**src/rtl/led_blink_arbiter_pkg.sv**
```systemverilog
// rtl/led_blink_arbiter_pkg.sv - shared state encoding and default timing constants
package led_blink_arbiter_pkg;

  typedef enum logic [2:0] {
    ST_IDLE = 3'd0,
    ST_ON   = 3'd1,
    ST_OFF  = 3'd2,
    ST_GAP  = 3'd3,
    ST_DONE = 3'd4
  } state_e;

  localparam int DEF_N_REQ     = 4;
  localparam int DEF_TICK_DIV  = 1600000;
  localparam int DEF_ON_TICKS  = 2;
  localparam int DEF_OFF_TICKS = 3;
  localparam int DEF_GAP_TICKS = 10;
  localparam int DEF_HB_TICKS  = 5;

  // Largest phase length, used to size the phase tick counter
  function automatic int max_ticks(input int a, input int b, input int c, input int d);
    int m;
    m = a;
    if (b > m) m = b;
    if (c > m) m = c;
    if (d > m) m = d;
    return m;
  endfunction

endpackage

```
**src/rtl/led_blink_arbiter_tick_gen.sv**
```systemverilog
// rtl/led_blink_arbiter_tick_gen.sv - restartable prescaler producing a one-cycle tick
module tick_gen
  import led_blink_arbiter_pkg::*;
#(
  parameter int TICK_DIV = DEF_TICK_DIV
) (
  input  logic clk,
  input  logic rst,
  input  logic clear,
  output logic tick
);

  localparam int            CW   = (TICK_DIV > 1) ? $clog2(TICK_DIV) : 1;
  localparam logic [CW-1:0] LAST = CW'(TICK_DIV - 1);

  logic [CW-1:0] cnt_q, cnt_d;

  // Tick on the last count; clear restarts so the next tick lands TICK_DIV cycles later
  always_comb begin
    tick = (cnt_q == LAST);
    if (clear || tick) begin
      cnt_d = '0;
    end else begin
      cnt_d = cnt_q + CW'(1);
    end
  end

  // Prescaler register
  always_ff @(posedge clk) begin
    if (rst) begin
      cnt_q <= '0;
    end else begin
      cnt_q <= cnt_d;
    end
  end

endmodule

```
**src/rtl/led_blink_arbiter.sv**
```systemverilog
// rtl/led_blink_arbiter.sv - arbitrates blink-code requesters onto one status LED
module led_blink_arbiter
  import led_blink_arbiter_pkg::*;
#(
  parameter int N_REQ     = DEF_N_REQ,
  parameter int TICK_DIV  = DEF_TICK_DIV,
  parameter int ON_TICKS  = DEF_ON_TICKS,
  parameter int OFF_TICKS = DEF_OFF_TICKS,
  parameter int GAP_TICKS = DEF_GAP_TICKS,
  parameter int HB_TICKS  = DEF_HB_TICKS
) (
  input  logic               clk,
  input  logic               rst,
  input  logic [N_REQ-1:0]   req,
  input  logic [4*N_REQ-1:0] code,
  output logic [N_REQ-1:0]   ack,
  output logic [2:0]         grant,
  output logic               busy,
  output logic               led
);

  localparam int              MAX_T    = max_ticks(ON_TICKS, OFF_TICKS, GAP_TICKS, HB_TICKS);
  localparam int              PH_W     = $clog2(MAX_T + 1);
  localparam logic [PH_W-1:0] ON_LAST  = PH_W'(ON_TICKS - 1);
  localparam logic [PH_W-1:0] OFF_LAST = PH_W'(OFF_TICKS - 1);
  localparam logic [PH_W-1:0] GAP_LAST = PH_W'(GAP_TICKS - 1);
  localparam logic [PH_W-1:0] HB_LAST  = PH_W'(HB_TICKS - 1);

  state_e           state_q, state_d;
  logic [PH_W-1:0]  ph_q, ph_d;
  logic [3:0]       cnt_q, cnt_d;
  logic [2:0]       grant_q, grant_d;
  logic [N_REQ-1:0] ack_q, ack_d;
  logic [N_REQ-1:0] mask_q, mask_d;
  logic             hb_q, hb_d;
  logic             tick, clear;
  logic [N_REQ-1:0] cand;
  logic             found;
  logic [2:0]       pick;
  logic [3:0]       pick_code;

  tick_gen #(
    .TICK_DIV(TICK_DIV)
  ) u_tick_gen (
    .clk  (clk),
    .rst  (rst),
    .clear(clear),
    .tick (tick)
  );

  // Lowest-index unmasked requester wins; its nibble is captured alongside
  always_comb begin
    cand      = req & ~mask_q;
    found     = 1'b0;
    pick      = 3'd0;
    pick_code = 4'd0;
    for (int i = N_REQ - 1; i >= 0; i--) begin
      if (cand[i]) begin
        found     = 1'b1;
        pick      = 3'(i);
        pick_code = code[4*i +: 4];
      end
    end
  end

  // Next-state, phase timing, heartbeat, and ack/mask generation
  always_comb begin
    state_d = state_q;
    ph_d    = ph_q;
    cnt_d   = cnt_q;
    grant_d = grant_q;
    ack_d   = '0;
    mask_d  = '0;
    hb_d    = hb_q;
    unique case (state_q)
      ST_IDLE: begin
        if (tick) begin
          if (ph_q == HB_LAST) begin
            ph_d = '0;
            hb_d = ~hb_q;
          end else begin
            ph_d = ph_q + PH_W'(1);
          end
        end
        if (found) begin
          grant_d = pick;
          cnt_d   = pick_code;
          state_d = (pick_code == 4'd0) ? ST_DONE : ST_ON;
        end
      end
      ST_ON: begin
        if (tick) begin
          if (ph_q == ON_LAST) begin
            cnt_d   = cnt_q - 4'd1;
            state_d = (cnt_q == 4'd1) ? ST_GAP : ST_OFF;
          end else begin
            ph_d = ph_q + PH_W'(1);
          end
        end
      end
      ST_OFF: begin
        if (tick) begin
          if (ph_q == OFF_LAST) state_d = ST_ON;
          else                  ph_d    = ph_q + PH_W'(1);
        end
      end
      ST_GAP: begin
        if (tick) begin
          if (ph_q == GAP_LAST) state_d = ST_DONE;
          else                  ph_d    = ph_q + PH_W'(1);
        end
      end
      ST_DONE: begin
        state_d = ST_IDLE;
        for (int i = 0; i < N_REQ; i++) begin
          if (grant_q == 3'(i)) begin
            ack_d[i]  = 1'b1;
            mask_d[i] = 1'b1;
          end
        end
      end
      default: state_d = ST_IDLE;
    endcase
    // Every state entry restarts prescaler, phase counter and heartbeat phase
    clear = (state_d != state_q);
    if (clear) begin
      ph_d = '0;
      hb_d = 1'b0;
    end
  end

  // State and datapath registers
  always_ff @(posedge clk) begin
    if (rst) begin
      state_q <= ST_IDLE;
      ph_q    <= '0;
      cnt_q   <= '0;
      grant_q <= '0;
      ack_q   <= '0;
      mask_q  <= '0;
      hb_q    <= 1'b0;
    end else begin
      state_q <= state_d;
      ph_q    <= ph_d;
      cnt_q   <= cnt_d;
      grant_q <= grant_d;
      ack_q   <= ack_d;
      mask_q  <= mask_d;
      hb_q    <= hb_d;
    end
  end

  // Output decode
  always_comb begin
    ack   = ack_q;
    grant = grant_q;
    busy  = (state_q != ST_IDLE);
    led   = (state_q == ST_ON) || ((state_q == ST_IDLE) && hb_q);
  end

endmodule

```
**config.mk**
```make
export PLATFORM = sky130hd
export DESIGN_NAME = led_blink_arbiter
export DESIGN_NICKNAME = d
export VERILOG_FILES = /design/src/rtl/led_blink_arbiter_pkg.sv /design/src/rtl/led_blink_arbiter_tick_gen.sv /design/src/rtl/led_blink_arbiter.sv
export SDC_FILE = /design/constraint.sdc
export NUM_CORES = 1
export LEC_CHECK = 0
export CORE_ASPECT_RATIO = 0.75
export CORE_MARGIN = 4
export CORE_UTILIZATION = 59
export DETAILED_ROUTE_END_ITERATION = 8
export PLACE_DENSITY = 0.85
export SLEW_MARGIN = 20
export SYNTH_ARGS = -nofsm -noshare
export SYNTH_HDL_FRONTEND = slang
export SYNTH_SLANG_ARGS = --single-unit
```
**constraint.sdc**
```tcl
create_clock -name clk -period 5.8 [get_ports clk]
set_clock_uncertainty 0.2 [all_clocks]
set_input_delay 0.87 -clock clk [delete_from_list [all_inputs] [get_ports clk]]
set_output_delay 0.87 -clock clk [all_outputs]
set_load 0.01 [all_outputs]
```
==> impl_metrics.yaml <==
power:
  power.share.clock_pct: 27.4
  p_seq_share_pct: 48.4
  peakVddDrop_uv: 182
  p_comb_share_pct: 24.2
  p_leak_nw: 0.938
  p_sw_mw: 0.196
  p_sw_share_pct: 30.9
  powerDensity_nw_per_um2: 241
  p_int_mw: 0.438
worst_setup_path:
  r2r_setup_slack_ns: 3.26
  r2r-start: "u_tick_gen.cnt_q[12]$_SDFF_PP0_"
  cp_max_fo: 15
  r2r_cells: 5
  start_kind: "flop"
  worst_ep_arrival_time_ns: 2.03
  cp-end-kind: "output port"
  cpPeakStageDelay_ns: 0.66
  path_cells: "or3b_2 -> nand2_1 -> clkdlybuf4s50_1"
  cp.required_ns: 4.73
  r2r_end: "u_tick_gen.cnt_q[2]$_SDFF_PP0_"
  crit_type: "reg -> out"
  slowest_stage: "or3b_2"
min_path:
  hold_end: "mask_q[1]$_SDFF_PP0_"
  whs_path_depth: 1
  worstHoldStart: "grant[1]$_SDFFE_PP0P_"
  holdCritPathClass: "reg -> reg"
placement:
  dpl.hpwl_um: 3960
  dp.cells: 347
  place_area_um2: 2550
  place.gp.congestion: 0.863
  io_buffers: 29
grt:
  overflow: 0
  grt_pass1_vias: 1854
  track_usage_pct: 22.8
  antenna_found_initial: 0
  grt_max_degree: 16
  grt_pass1_wl_um: 8670
layout:
  finalInstanceArea_um2: 2630
  multiInputGateArea_um2: 1380
  fin_util_pct: 71.8
  regArea_um2: 781
  fillers: 288
  antenna-diode-count: 0
  final_nets: 331
  drive_above_1_share_pct: 6.60
  syn_to_final_growth_pct: 17.3
  final_cell_count_no_fill: 355
timing:
  finalHoldWorstSlack_ns: 0.295
  timing.final.crit_share_pct: 53.4
  slew_headroom_pct: 37.4
  setup_viol: 0
  tns_ns: 0
  slew_viol_final: 0
  fmax_mhz: 323
  rsz0062_at_grt: "no"
  hold_violations: 0
  min_period_ns: 3.10
  tightest_slew_ns: 0.931
routing:
  avgRoutedWirePerCell_um: 14.3
  vias: 2062
  drtIter0Drc: 217
  post_drt_via_cell_ratio: 5.81
  drtAntennaViolNets: 0
  wl_um: 5090
  dr.pass1.iters: 4
  drc: 0
logic_synthesis:
  ys_types: 57
  syn_area_um2: 2240
  synth_edf_count: 0
  netlist_instances: 275
  async_reset_ff_share_pct: 0
  syn-num-nets: 304
  ys.flop_type: "dfxtp_1"
  synth-seq-cells: 39
  avgSynthCellArea_um2: 8.15
  yosysSeqAreaShare_pct: 34.8
  yosys_warnings: 0
cts:
  clk_path_buf_depth: 2
  cts_buffers: 5
  cts-root-buf: "clkbuf_8"
  clkTransAtPathRegs_ns: 0.07
  clock-sinks: 39
  h-tree-depth: 2
  cts_tree: "yes"
  post_cts_buffers: 0
  cts_resized: 0
  cts-hold-fix-buffers: 0
  clock_latency_ns: 0.29
floorplan:
  die_x_um: 79.2
  start_util_pct: 61.2
  die_y_um: 61.4
  fp.dieArea_um2: 4860
  core_area_um2: 3660
  rows: 19
  ios: 31
job:
  drv_cap: 0
run_status:
  status: "finished, final reports clean"
[logic make-up after synthesis]
logic type / Yosys count / share of synthesized area (%)
flip-flops: 39 / 34.8
XOR/XNOR: 21 / 8.20
multiplexers: 3 / 1.34
buffers and inverters: 18 / 3.79
adder cells (fa/ha/maj): 7 / 3.91
AO/OA/AOI/OAI: 39 / 12.3
AND/OR/NAND/NOR: 147 / 35.4
other: 1 / 0.167
[worst max-delay path, delay by kind of cell (launching register included)]
kind	cells	cell delay, ns
flip-flops	1	0.45
buffers and inverters	1	0.53
AND/OR/NAND/NOR	2	0.76
[cells in the mapped netlist, types with 3 or more instances]
master / number / area share [%]
nor2_1: 45 / 7.5
xnor2_1: 8 / 3.1
a21oi_1: 8 / 1.8
nor2b_1: 4 / 1.1
o32ai_1: 3 / 1.2
nor4_1: 3 / 0.84
clkbuf_1: 3 / 0.50
inv_1: 9 / 1.5
nor3_1: 13 / 2.9
a211oi_1: 4 / 1.3
mux2i_1: 3 / 1.3
a311oi_1: 4 / 1.6
dfxtp_1: 39 / 35
ha_1: 7 / 3.9
xor2_1: 13 / 5.1
nand2b_1: 8 / 2.2
o21ai_0: 6 / 1.3
nand3_1: 16 / 3.6
nand4_1: 8 / 2.2
and3_1: 4 / 1.1
nand2_1: 21 / 3.5
[metrics by stage]
stage | power [mW] | worst slack [ns]
after floorplan | 0.417 | 3.51
after global placement | 0.460 | 2.85
after detailed placement | 0.465 | 2.81
after CTS | 0.639 | 2.69
after global routing | 0.675 | 2.59
final | 0.634 | 2.70
[sequential cells by signal (all words and copies together) (netlist names)]
name and count:
u_tick_gen.cnt_q 21, ph_q 4, mask_q 4, hb_q 1, cnt_q 4, state_q 3
grant 2
[worst max path at each step]
stage	start	end	slack, ns
2_1_floorplan	req[0]	state_q[2]$_SDFF_PP0_	3.51
3_3_place_gp	req[0]	state_q[2]$_SDFF_PP0_	2.85
3_5_place_dp	req[2]	u_tick_gen.cnt_q[15]$_SDFF_PP0_	2.81
4_1_cts	state_q[1]$_SDFF_PP0_	led	2.69
5_1_grt	state_q[1]$_SDFF_PP0_	led	2.59
6_report	state_q[1]$_SDFF_PP0_	led	2.70
[routing by layer]
| metal | up-vias | part of all wire, % | GRT usage [%] |
|---|---|---|---|
| met2 | 48 | 45 | 34.2 |
| li1 | 1039 | - | - |
| met4 | 0 | 0.86 | 5.39 |
| met3 | 5 | 5.2 | 4.53 |
| met1 | 970 | 49 | 33.9 |
| met5 | - | 0 | 0 |
[layout by cell type, fill, tap and decap left out, types with 2 or more instances in the layout]
cell              n
nor4_1            3
a21oi_1           8
dfxtp_1          39
o32ai_1           3
a311oi_1          4
mux2i_1           3
o31ai_1           2
nor2b_1           4
o211ai_1          2
xnor2_1           8
nand2b_1          8
a211oi_1          4
and4b_1           2
nand2_1          21
inv_1             9
or3_2             2
o21ai_0           6
and2_1            2
nor2_1           45
xor2_1           13
ha_1              7
nand4_1           8
clkbuf_8          5
nand3_1          16
nor3_1           13
nor4b_1           2
and3_1            4
nor3b_1           2
and2_2            2
clkinv_2          3
clkdlybuf4s50_1  29
[power groups by stage]
| stage | combinational, mW | sequential [mW] | clock, mW |
|---|---|---|---|
| after floorplan | 0.112 | 0.305 | 0 |
| after global placement | 0.149 | 0.312 | 0 |
| after detailed placement | 0.152 | 0.313 | 0 |
| after global routing | 0.173 | 0.311 | 0.191 |
| after CTS | 0.154 | 0.307 | 0.179 |
| final | 0.153 | 0.307 | 0.174 |
[cell type report]
type,count,area share [%]
clock buffer,5,2.62
sequential,39,29.7
tap,52,2.47
inverter,9,1.28
multi-input combinational,218,52.3
clock inverter,3,0.571
timing repair buffer,29,11.0
Power figures use the tool's default switching activity.
